[src/rtl/key_pkg.sv]
// Shared definitions for the pushbutton conditioner: per-key state type and default timing.
// Latency: n/a (types and constants only).
// Backpressure: n/a.
package key_pkg;

    localparam int NUM_KEYS = 3;

    // Defaults assume a 50 MHz clk.
    localparam int DEF_DEBOUNCE_CYCLES = 1_000_000;   // 20 ms
    localparam int DEF_REPEAT_DELAY    = 25_000_000;  // 0.5 s
    localparam int DEF_REPEAT_PERIOD   = 5_000_000;   // 0.1 s
    localparam logic [NUM_KEYS-1:0] DEF_REPEAT_MASK = 3'b011;

    // Accepted-level state of one key. PRESS_DB / RELEASE_DB are the
    // "candidate change" states in which the debounce counter runs.
    typedef enum logic [1:0] {
        RELEASED   = 2'd0,
        PRESS_DB   = 2'd1,
        PRESSED    = 2'd2,
        RELEASE_DB = 2'd3
    } key_state_t;

    // Counter width shared by the debounce and repeat counters: one bit
    // more than the largest timing parameter needs. The extra bit lets the
    // repeat counter reach DELAY+PERIOD-1 without wrapping.
    function automatic int cnt_width(input int a, input int b, input int c);
        int m;
        m = a;
        if (b > m) m = b;
        if (c > m) m = c;
        if (m < 2) m = 2;
        return $clog2(m) + 1;
    endfunction

endpackage

[src/rtl/key_pulse_conditioner_if.sv]
// Bundle between the raw pushbuttons and the speed-control stage.
// Latency: n/a (wires only).
// Backpressure: none; pulses are fire-and-forget, held is a level.
//   KEY    : raw active-low buttons (asynchronous, bouncing)
//   key_0  : slow-down pulse, key_1 : speed-up pulse, key_2 : speed-reset pulse
//   held   : per-key accepted-pressed level
interface key_pulse_conditioner_if;
    import key_pkg::*;

    logic [NUM_KEYS-1:0] KEY;
    logic                key_0;
    logic                key_1;
    logic                key_2;
    logic [NUM_KEYS-1:0] held;

    // Board / stimulus side: drives the buttons, consumes the pulses.
    modport master (
        output KEY,
        input  key_0,
        input  key_1,
        input  key_2,
        input  held
    );

    // Conditioner side.
    modport slave (
        input  KEY,
        output key_0,
        output key_1,
        output key_2,
        output held
    );
endinterface

[src/rtl/key_debounce_fsm.sv]
// One key: debounce a synchronized pressed level, emit a pulse on acceptance and on auto-repeat.
// Latency: pulse registered, first cycle in PRESSED (DEBOUNCE_CYCLES+1 pressed samples after the first).
// Backpressure: none; pulse is a single-cycle strobe, held follows the accepted level.
//   clk, reset : clock, asynchronous active-high reset
//   pressed    : synchronized, active-high key level
//   pulse      : one-cycle press / repeat strobe
//   held       : high in PRESSED and RELEASE_DB
module key_debounce_fsm
    import key_pkg::*;
#(
    parameter int DEBOUNCE_CYCLES = DEF_DEBOUNCE_CYCLES,
    parameter int REPEAT_DELAY    = DEF_REPEAT_DELAY,
    parameter int REPEAT_PERIOD   = DEF_REPEAT_PERIOD,
    parameter bit REPEAT_EN       = 1'b1,
    parameter int CNT_W           = cnt_width(DEBOUNCE_CYCLES, REPEAT_DELAY, REPEAT_PERIOD)
)(
    input  logic clk,
    input  logic reset,
    input  logic pressed,
    output logic pulse,
    output logic held
);

    localparam logic [CNT_W-1:0] CNT_ONE    = CNT_W'(1);
    localparam logic [CNT_W-1:0] CNT_MAX    = '1;
    localparam logic [CNT_W-1:0] DB_LAST    = CNT_W'(DEBOUNCE_CYCLES - 1);
    // The repeat counter is compared one cycle early so the registered
    // pulse lines up with the cycle in which the count reaches the target.
    localparam logic [CNT_W-1:0] REP_FIRST  = CNT_W'(REPEAT_DELAY - 1);
    localparam logic [CNT_W-1:0] REP_LAST   = CNT_W'(REPEAT_DELAY + REPEAT_PERIOD - 1);
    localparam logic [CNT_W-1:0] REP_RELOAD = CNT_W'(REPEAT_DELAY);

    key_state_t       state, state_nxt;
    logic [CNT_W-1:0] db_cnt, db_cnt_nxt;
    logic [CNT_W-1:0] rep_cnt, rep_cnt_nxt;
    logic             pulse_q, pulse_nxt;

    function automatic logic [CNT_W-1:0] sat_inc(input logic [CNT_W-1:0] v);
        return (v == CNT_MAX) ? v : v + CNT_ONE;
    endfunction

    always_ff @(posedge clk or posedge reset) begin
        if (reset) begin
            state   <= RELEASED;
            db_cnt  <= '0;
            rep_cnt <= '0;
            pulse_q <= 1'b0;
        end else begin
            state   <= state_nxt;
            db_cnt  <= db_cnt_nxt;
            rep_cnt <= rep_cnt_nxt;
            pulse_q <= pulse_nxt;
        end
    end

    always_comb begin
        state_nxt   = state;
        db_cnt_nxt  = db_cnt;
        rep_cnt_nxt = rep_cnt;
        pulse_nxt   = 1'b0;

        unique case (state)
            RELEASED: begin
                if (pressed) begin
                    state_nxt  = PRESS_DB;
                    db_cnt_nxt = '0;
                end
            end

            PRESS_DB: begin
                if (!pressed) begin
                    state_nxt = RELEASED;
                end else if (db_cnt == DB_LAST) begin
                    state_nxt   = PRESSED;
                    rep_cnt_nxt = '0;
                    pulse_nxt   = 1'b1;
                end else begin
                    db_cnt_nxt = sat_inc(db_cnt);
                end
            end

            PRESSED: begin
                // Counts every cycle spent in PRESSED, including the one in
                // which a release is first seen. Once past the first repeat
                // it cycles DELAY..DELAY+PERIOD-1 so it never runs away.
                if (REPEAT_EN && rep_cnt == REP_LAST) begin
                    rep_cnt_nxt = REP_RELOAD;
                end else begin
                    rep_cnt_nxt = sat_inc(rep_cnt);
                end

                if (!pressed) begin
                    state_nxt  = RELEASE_DB;
                    db_cnt_nxt = '0;
                end else if (REPEAT_EN && (rep_cnt == REP_FIRST || rep_cnt == REP_LAST)) begin
                    pulse_nxt = 1'b1;
                end
            end

            RELEASE_DB: begin
                // rep_cnt is frozen here so a bounce back resumes the cadence.
                if (pressed) begin
                    state_nxt = PRESSED;
                end else if (db_cnt == DB_LAST) begin
                    state_nxt = RELEASED;
                end else begin
                    db_cnt_nxt = sat_inc(db_cnt);
                end
            end

            default: begin
                state_nxt = RELEASED;
            end
        endcase
    end

    assign pulse = pulse_q;
    assign held  = (state == PRESSED) || (state == RELEASE_DB);

endmodule

[src/rtl/key_pulse_conditioner.sv]
// Turns three raw, bouncing, active-low pushbuttons into clean press/repeat pulses and held levels.
// Latency: KEY edge to pulse = 2 (sync) + DEBOUNCE_CYCLES + 1 cycles for a clean edge.
// Backpressure: none; keys are independent and simultaneous presses pulse together.
//   clk, reset : clock, asynchronous active-high reset
//   kif.KEY    : raw buttons in; kif.key_0/1/2 pulses out; kif.held levels out
module key_pulse_conditioner
    import key_pkg::*;
#(
    parameter int                  DEBOUNCE_CYCLES = DEF_DEBOUNCE_CYCLES,
    parameter int                  REPEAT_DELAY    = DEF_REPEAT_DELAY,
    parameter int                  REPEAT_PERIOD   = DEF_REPEAT_PERIOD,
    parameter logic [NUM_KEYS-1:0] REPEAT_MASK     = DEF_REPEAT_MASK
)(
    input  logic                    clk,
    input  logic                    reset,
    key_pulse_conditioner_if.slave  kif
);

    localparam int CNT_W = cnt_width(DEBOUNCE_CYCLES, REPEAT_DELAY, REPEAT_PERIOD);

    logic [NUM_KEYS-1:0] sync_1;
    logic [NUM_KEYS-1:0] sync_2;
    logic [NUM_KEYS-1:0] pressed;
    logic [NUM_KEYS-1:0] pulse;
    logic [NUM_KEYS-1:0] held;

    // Synchronizer resets to all-ones: the buttons are active-low, so this
    // is "released" and a key held through reset is seen as a fresh press.
    always_ff @(posedge clk or posedge reset) begin
        if (reset) begin
            sync_1 <= '1;
            sync_2 <= '1;
        end else begin
            sync_1 <= kif.KEY;
            sync_2 <= sync_1;
        end
    end

    assign pressed = ~sync_2;

    for (genvar i = 0; i < NUM_KEYS; i++) begin : g_key
        key_debounce_fsm #(
            .DEBOUNCE_CYCLES (DEBOUNCE_CYCLES),
            .REPEAT_DELAY    (REPEAT_DELAY),
            .REPEAT_PERIOD   (REPEAT_PERIOD),
            .REPEAT_EN       (REPEAT_MASK[i]),
            .CNT_W           (CNT_W)
        ) u_fsm (
            .clk     (clk),
            .reset   (reset),
            .pressed (pressed[i]),
            .pulse   (pulse[i]),
            .held    (held[i])
        );
    end

    assign kif.key_0 = pulse[0];
    assign kif.key_1 = pulse[1];
    assign kif.key_2 = pulse[2];
    assign kif.held  = held;

endmodule

[src/flat_wrapper.sv]
// flat-port wrapper written by rule: the top's interface ports become plain ports
module key_pulse_conditioner_flat import key_pkg::*;
#(
    parameter int                  DEBOUNCE_CYCLES = DEF_DEBOUNCE_CYCLES,
    parameter int                  REPEAT_DELAY    = DEF_REPEAT_DELAY,
    parameter int                  REPEAT_PERIOD   = DEF_REPEAT_PERIOD,
    parameter logic [NUM_KEYS-1:0] REPEAT_MASK     = DEF_REPEAT_MASK
)
  (clk, reset, kif_KEY, kif_key_0, kif_key_1, kif_key_2, kif_held);
  key_pulse_conditioner_if kif_i ();
  input  logic clk;
  input  logic reset;
  input wire logic [$bits(kif_i.KEY)-1:0] kif_KEY;
  output wire logic [$bits(kif_i.key_0)-1:0] kif_key_0;
  output wire logic [$bits(kif_i.key_1)-1:0] kif_key_1;
  output wire logic [$bits(kif_i.key_2)-1:0] kif_key_2;
  output wire logic [$bits(kif_i.held)-1:0] kif_held;
  assign kif_i.KEY = kif_KEY;
  assign kif_key_0 = kif_i.key_0;
  assign kif_key_1 = kif_i.key_1;
  assign kif_key_2 = kif_i.key_2;
  assign kif_held = kif_i.held;
  key_pulse_conditioner #(.DEBOUNCE_CYCLES(DEBOUNCE_CYCLES), .REPEAT_DELAY(REPEAT_DELAY), .REPEAT_PERIOD(REPEAT_PERIOD), .REPEAT_MASK(REPEAT_MASK)) u_core (.clk(clk), .reset(reset), .kif(kif_i));
endmodule
[config.mk]
export PLATFORM = sky130hd
export DESIGN_NAME = key_pulse_conditioner_flat
export DESIGN_NICKNAME = d
export VERILOG_FILES = /design/src/rtl/key_pkg.sv /design/src/rtl/key_pulse_conditioner_if.sv /design/src/rtl/key_debounce_fsm.sv /design/src/rtl/key_pulse_conditioner.sv /design/src/flat_wrapper.sv
export SDC_FILE = /design/constraint.sdc
export NUM_CORES = 1
export LEC_CHECK = 0
export ABC_AREA = 1
export BUFFER_PORTS_ARGS = -buffer_cell sky130_fd_sc_hd__buf_2
export CAP_MARGIN = 10
export CORE_ASPECT_RATIO = 1.75
export CORE_MARGIN = 2
export CORE_UTILIZATION = 50
export CTS_BUF_LIST = sky130_fd_sc_hd__clkbuf_8 sky130_fd_sc_hd__clkbuf_16
export CTS_CLUSTER_SIZE = 25
export DETAILED_ROUTE_END_ITERATION = 16
export PLACE_DENSITY = 0.73
export SLEW_MARGIN = 10
export SYNTH_ARGS = -nofsm -noshare
export SYNTH_HDL_FRONTEND = slang
export SYNTH_SLANG_ARGS = --single-unit
export TNS_END_PERCENT = 5
[constraint.sdc]
create_clock -name clk -period 12.4 [get_ports clk]
set_input_delay 0.62 -clock clk [delete_from_list [all_inputs] [get_ports clk]]
set_output_delay 0.62 -clock clk [all_outputs]
set_load 0.01 [all_outputs]
# [Word level (Yosys, flattened, before mapping)]
# Cells that the tools add are included.
[op_classes] bitwise_logic=1 shift=0 mul=0 n_reduce_logical=18 n_eq_ne=43 div_mod_pow=0 add_sub_neg=5 muxes=65 magnitude_cmp=0
[ops] operator="2-to-1 mux 26 bit" count=26
[ops] operator="case mux 26 bit (4 select lines)" count=3
[ops] operator="adder 26 x 1 -> 26 bit (second input constant)" count=5
[ops] operator="== test 26 bit (second input constant)" count=5
[ops] operator="== test 26 x 25 -> 1 bit (second input constant)" count=4
[ops] operator="case mux 26 bit (2 select lines)" count=2
[ops] operator="== test 26 x 20 -> 1 bit (second input constant)" count=3
[ops] operator="2-to-1 mux 2 bit" count=18
[ops] operator="AND reduction 4 bit" count=8
[ops] operator="case mux 2 bit (4 select lines)" count=3
[ops] operator="!= test 2 bit (second input constant)" count=8
[ops] operator="!= test 3 bit (second input constant)" count=5
[ops] operator="== test 2 bit (second input constant)" count=6
[ops] operator="!= test 2 x 1 -> 1 bit (second input constant)" count=6
[ops] operator="2-to-1 mux 1 bit" count=11
[ops] operator="!= test 3 x 2 -> 1 bit (second input constant)" count=3
[ops] operator="== test 2 x 1 -> 1 bit (second input constant)" count=3
[ops] operator="zero test 2 bit" count=3
[ops] operator="logical OR 1 bit" count=5
[ops] operator="case mux 1 bit (2 select lines)" count=2
[ops] operator="nonzero test 2 bit" count=2
[ops] operator="inverter 3 bit" count=1
[totals] romBits=0 ramBits=0 inputBits=5 memories=0 register_bits=145 latchBits=0

# [Depth between registers and ports, before layout]
[depth] word_depth=5 mapped_depth=12

# [Modules after synthesis]
# Synthesis repeated with hierarchy kept, for this count alone.
[unflattened] hier_cells=1703 area_unflattened_um2=11075.6
[by_module_without_submodules] mod="key_debounce_fsm at u_core.g_key[0].u_fsm" area_each_um2=4404.2 seq_area_each_um2=1376.3 instances=1 cells_each=650
[by_module_without_submodules] mod="key_debounce_fsm at u_core.g_key[1].u_fsm" area_each_um2=4265.3 seq_area_each_um2=1376.3 instances=1 cells_each=688
[by_module_without_submodules] mod="key_debounce_fsm at u_core.g_key[2].u_fsm" area_each_um2=2233.4 seq_area_each_um2=725.7 instances=1 cells_each=355
[by_module_without_submodules] mod="key_pulse_conditioner" area_each_um2=172.7 seq_area_each_um2=157.7 instances=1 cells_each=10

# [Worst setup path after synthesis]
# OpenSTA, ideal clock, no wires.
[synth_path] path_kind="register to output" start="reg u_core.g_key[1].u_fsm.state[0]" end="out kif_held[1]" slack_ns=10.536 t_arrival_ns=1.244 stages_incl_launch_ff=7 path_cell_list="dfrtp_1 -> inv_1 -> ha_1 -> inv_1 -> clkbuf_1 -> nand2_1 -> buf_4"
[synth_between] elab_chain_cells=2 word_cells_on_any_way=3 cone_classes="eq/ne (2); reduce/logical (1)"
[synth_lines] element="start, declared" line="key_debounce_fsm.sv:33" source="key_state_t state, state_nxt;"
[synth_lines] element="start signal, assigned" line="key_debounce_fsm.sv:49" source="state <= state_nxt;"
[synth_lines] element="== test 2 bit" line="key_debounce_fsm.sv:118" source="assign held = (state == PRESSED) || (state == RELEASE_DB);"
[synth_lines] element="logical OR 1 bit *" line="key_debounce_fsm.sv:118"
[synth_lines] element="end, declared" line="flat_wrapper.sv:17" source="output wire logic [$bits(kif_i.held)-1:0] kif_held;"
# Mark *: on every way between the ends. The rest lies on a longest branch, timed or not.

==> impl_metrics.env <==
export IMPL_finalHoldViolCount=0
export IMPL_fin_worst_skew_ps=6.92
export IMPL_fp_dieW_um=113
export IMPL_fin_setup_tns_ps=0
export IMPL_synth_seq_area_share_pct=35.1
export IMPL_pre_cts_ws_ps=9410
export IMPL_status="complete, no violations"
export IMPL_finalCriticalPeriod_ps=3090
export IMPL_ant_nets=0
export IMPL_switching_share_pct=36.9
export IMPL_postLayoutCellArea_um2=11000
export IMPL_portBuffers=10
export IMPL_crit_path_end_kind="register"
export IMPL_crit_arrival_ps=3420
export IMPL_synth_compound_gate_area_share_pct=9.76
export IMPL_gp_congestion=0.934
export IMPL_synth_edf_count=0
export IMPL_pin_count=11
export IMPL_post_cts_resized=0
export IMPL_wl_um=25000
export IMPL_slew_headroom_pct=36.9
export IMPL_synthesis_area_um2=10400
export IMPL_wl_per_cell_um=13.7
export IMPL_yosys_warnings=0
export IMPL_cts_buffers_inserted=17
export IMPL_intPower_uw=857
export IMPL_synth_flop_cell="dfrtp_1"
export IMPL_synthXorXnorAreaFrac_pct=2.03
export IMPL_synthMuxAreaShare_pct=0
export IMPL_die_h_um=195
export IMPL_first_pass_iters=5
export IMPL_clk_latency_ps=440
export IMPL_rsz0062_at_grt="false"
export IMPL_setup_viol=0
export IMPL_clkSinkCount=145
export IMPL_fin_crit_sh_pct=24.9
export IMPL_yosys_area_share_simple_pct=42.5
export IMPL_cts_tree="built"
export IMPL_start_util_pct=50.9
export IMPL_postCtsHoldBufs=0
export IMPL_syn2layout_area_growth_pct=6.00
export IMPL_grt_usage_pct=24.0
export IMPL_place_inst=1796
export IMPL_worst_ir_drop_vdd_mv=0.0871
export IMPL_post_cts_buffers=0
export IMPL_synthCells=1581
export IMPL_yosys_area_top_type="dfrtp_1"
export IMPL_placed_area_um2=10400
export IMPL_p_clk_share_pct=37.4
export IMPL_p_seq_share_pct=38.4
export IMPL_core_um2=20400
export IMPL_worstMarginPinSlew_ps=946
export IMPL_postLayoutSetupSlackWorst_ps=9310
export IMPL_instances_no_fill=1828
export IMPL_clockRootBuffer="clkbuf_16"
export IMPL_dp_hpwl_um=18300
export IMPL_diodes=0
export IMPL_synth_top_cell_area_share_pct=33.5
export IMPL_avgSynthCellArea_um2=6.56
export IMPL_power_mw=1.36
export IMPL_fin_util_pct=53.9
export IMPL_num_vias=9877
export IMPL_cp_start_kind="register"
export IMPL_p_per_area_nw_per_um2=124
export IMPL_grt_pass1_vias=9674
export IMPL_clk_path_buf_depth=2
export IMPL_nNetsFinal=1588
export IMPL_num_fill_cells=2038
export IMPL_grt_overflow=0
export IMPL_netlist_top_cells_area="dfrtp_1 34%, nand2_1 19%, nor2_1 8.1%"
export IMPL_min_from="kif_KEY[0]"
export IMPL_path_max_fanout=52
export IMPL_synth_ff_latch_count=145
export IMPL_synth_distinct_cells=40
export IMPL_vias_per_cell=5.40
export IMPL_grt_pass1_wl_um=43400
export IMPL_synth_top_family_by_area="simple AND/OR/NAND/NOR gates"
export IMPL_fp_row_count=69
export IMPL_synthAdderAreaFrac_pct=1.93
export IMPL_drive_above_1_share_pct=7.85
export IMPL_p_sw_uw=502
export IMPL_drc=0
export IMPL_async_flop_share_pct=100
export IMPL_crit_type="register to register"
export IMPL_drv_slew=0
export IMPL_holdWs_ps=280
export IMPL_synthesis_nets=1602
export IMPL_combPwrFrac_pct=24.2
export IMPL_hold_class="input pin to register"
export IMPL_required_ps=12720
export IMPL_p_leak_nw=4.70
export IMPL_antenna_found_initial=0
export IMPL_first_iter_violations=472
export IMPL_cts_max_level=4
export IMPL_max_freq_mhz=323
export IMPL_grt_max_degree=76
export IMPL_dieArea_um2=22000
export IMPL_cap_viol_max_count=0
export IMPL_clk_pin_slew_ps=60
-- cell families (layout without fill, tap and decap cells) --
family / Yosys count / count (layout)
AND/OR/NAND/NOR: 1019 / 1019
buffers and inverters: 197 / 196
AO/OA/AOI/OAI: 180 / 180
flip-flops: 145 / 145
XOR/XNOR: 24 / 24
adder cells (fa/ha/maj): 16 / 16
-- sequential cells by signal, indices dropped and copies added, names as in the netlist, named ones only --
name and count:
u_core.sync_1 3, u_core.g_key.u_fsm.db_cnt 78, u_core.g_key.u_fsm.pulse 3, u_core.g_key.u_fsm.rep_cnt 52
u_core.sync_2 3, u_core.g_key.u_fsm.state 3
-- cells in the mapped netlist, drive strengths merged, types with 15 or more instances --
cell type / count
o21ai: 145
nand4: 37
nand3: 153
inv: 152
xor2: 16
clkbuf: 15
buf: 30
nand2: 527
dfrtp: 139
nor2: 236
nand3b: 23
ha: 16
or2: 20
nor3: 19
-- power groups by stage --
stage                     sequential, mW  clock (mW)  combinational, mW
final                              0.522       0.508              0.328
after global routing               0.525       0.538              0.378
after CTS                          0.522       0.519              0.333
after detailed placement           0.530           0              0.330
after global placement             0.528           0              0.323
after floorplan                    0.523           0              0.336
-- routing by layer --
| metal | track usage [%] | part of all wire (%) |
|---|---|---|
| met1 | 25.4 | 39 |
| met2 | 45.0 | 54 |
| met3 | 3.71 | 2.4 |
| met4 | 12.3 | 4.3 |
| met5 | 0 | 0 |
-- worst max-delay path: stages (launching register included) --
cell	delay, ps
dfrtp_1	400
inv_1	80
ha_1	220
nor2_1	430
inv_1	490
nand3_1	240
nand3_2	660
o21ai_0	430
-- cells in the final DEF, fill, tap and decap left out, types with 13 or more instances in the layout --
master	n
nand3_1	148
nand4_1	37
nor2_1	223
nand2_2	13
a21oi_1	13
o21ai_0	107
nand3b_1	23
xor2_1	16
dfrtp_1	139
or2_2	20
nand2_1	513
clkbuf_16	17
o21ai_1	22
ha_1	16
o21ai_2	16
inv_1	147
nor3_1	18
-- final cells by class --
class | count | area (µm²) | area share, %
clock inverter | 15 | 146 | 1.33
inverter | 152 | 576 | 5.24
clock buffer | 17 | 425 | 3.87
tap | 248 | 310 | 2.82
multi-input combinational | 1239 | 5830 | 53.1
timing repair buffer | 12 | 65.1 | 0.592
sequential | 145 | 3640 | 33.1
-- final timing paths --
kind | end | cells past startpoint | slack [ps]
setup / recovery | u_core.g_key[0].u_fsm.db_cnt[9] | 7 | 9310
hold / removal | u_core.sync_1[0] | 1 | 280
setup reg to reg | u_core.g_key[0].u_fsm.db_cnt[9] | 7 | 9310
hold reg to reg | u_core.sync_2[2] | 0 | 350
max in group asynchronous | u_core.g_key[1].u_fsm.rep_cnt[21] | 3 | 10700
min in group asynchronous | u_core.g_key[2].u_fsm.db_cnt[6] | 2 | 290
Note: power is estimated with default switching activity, not from simulation.
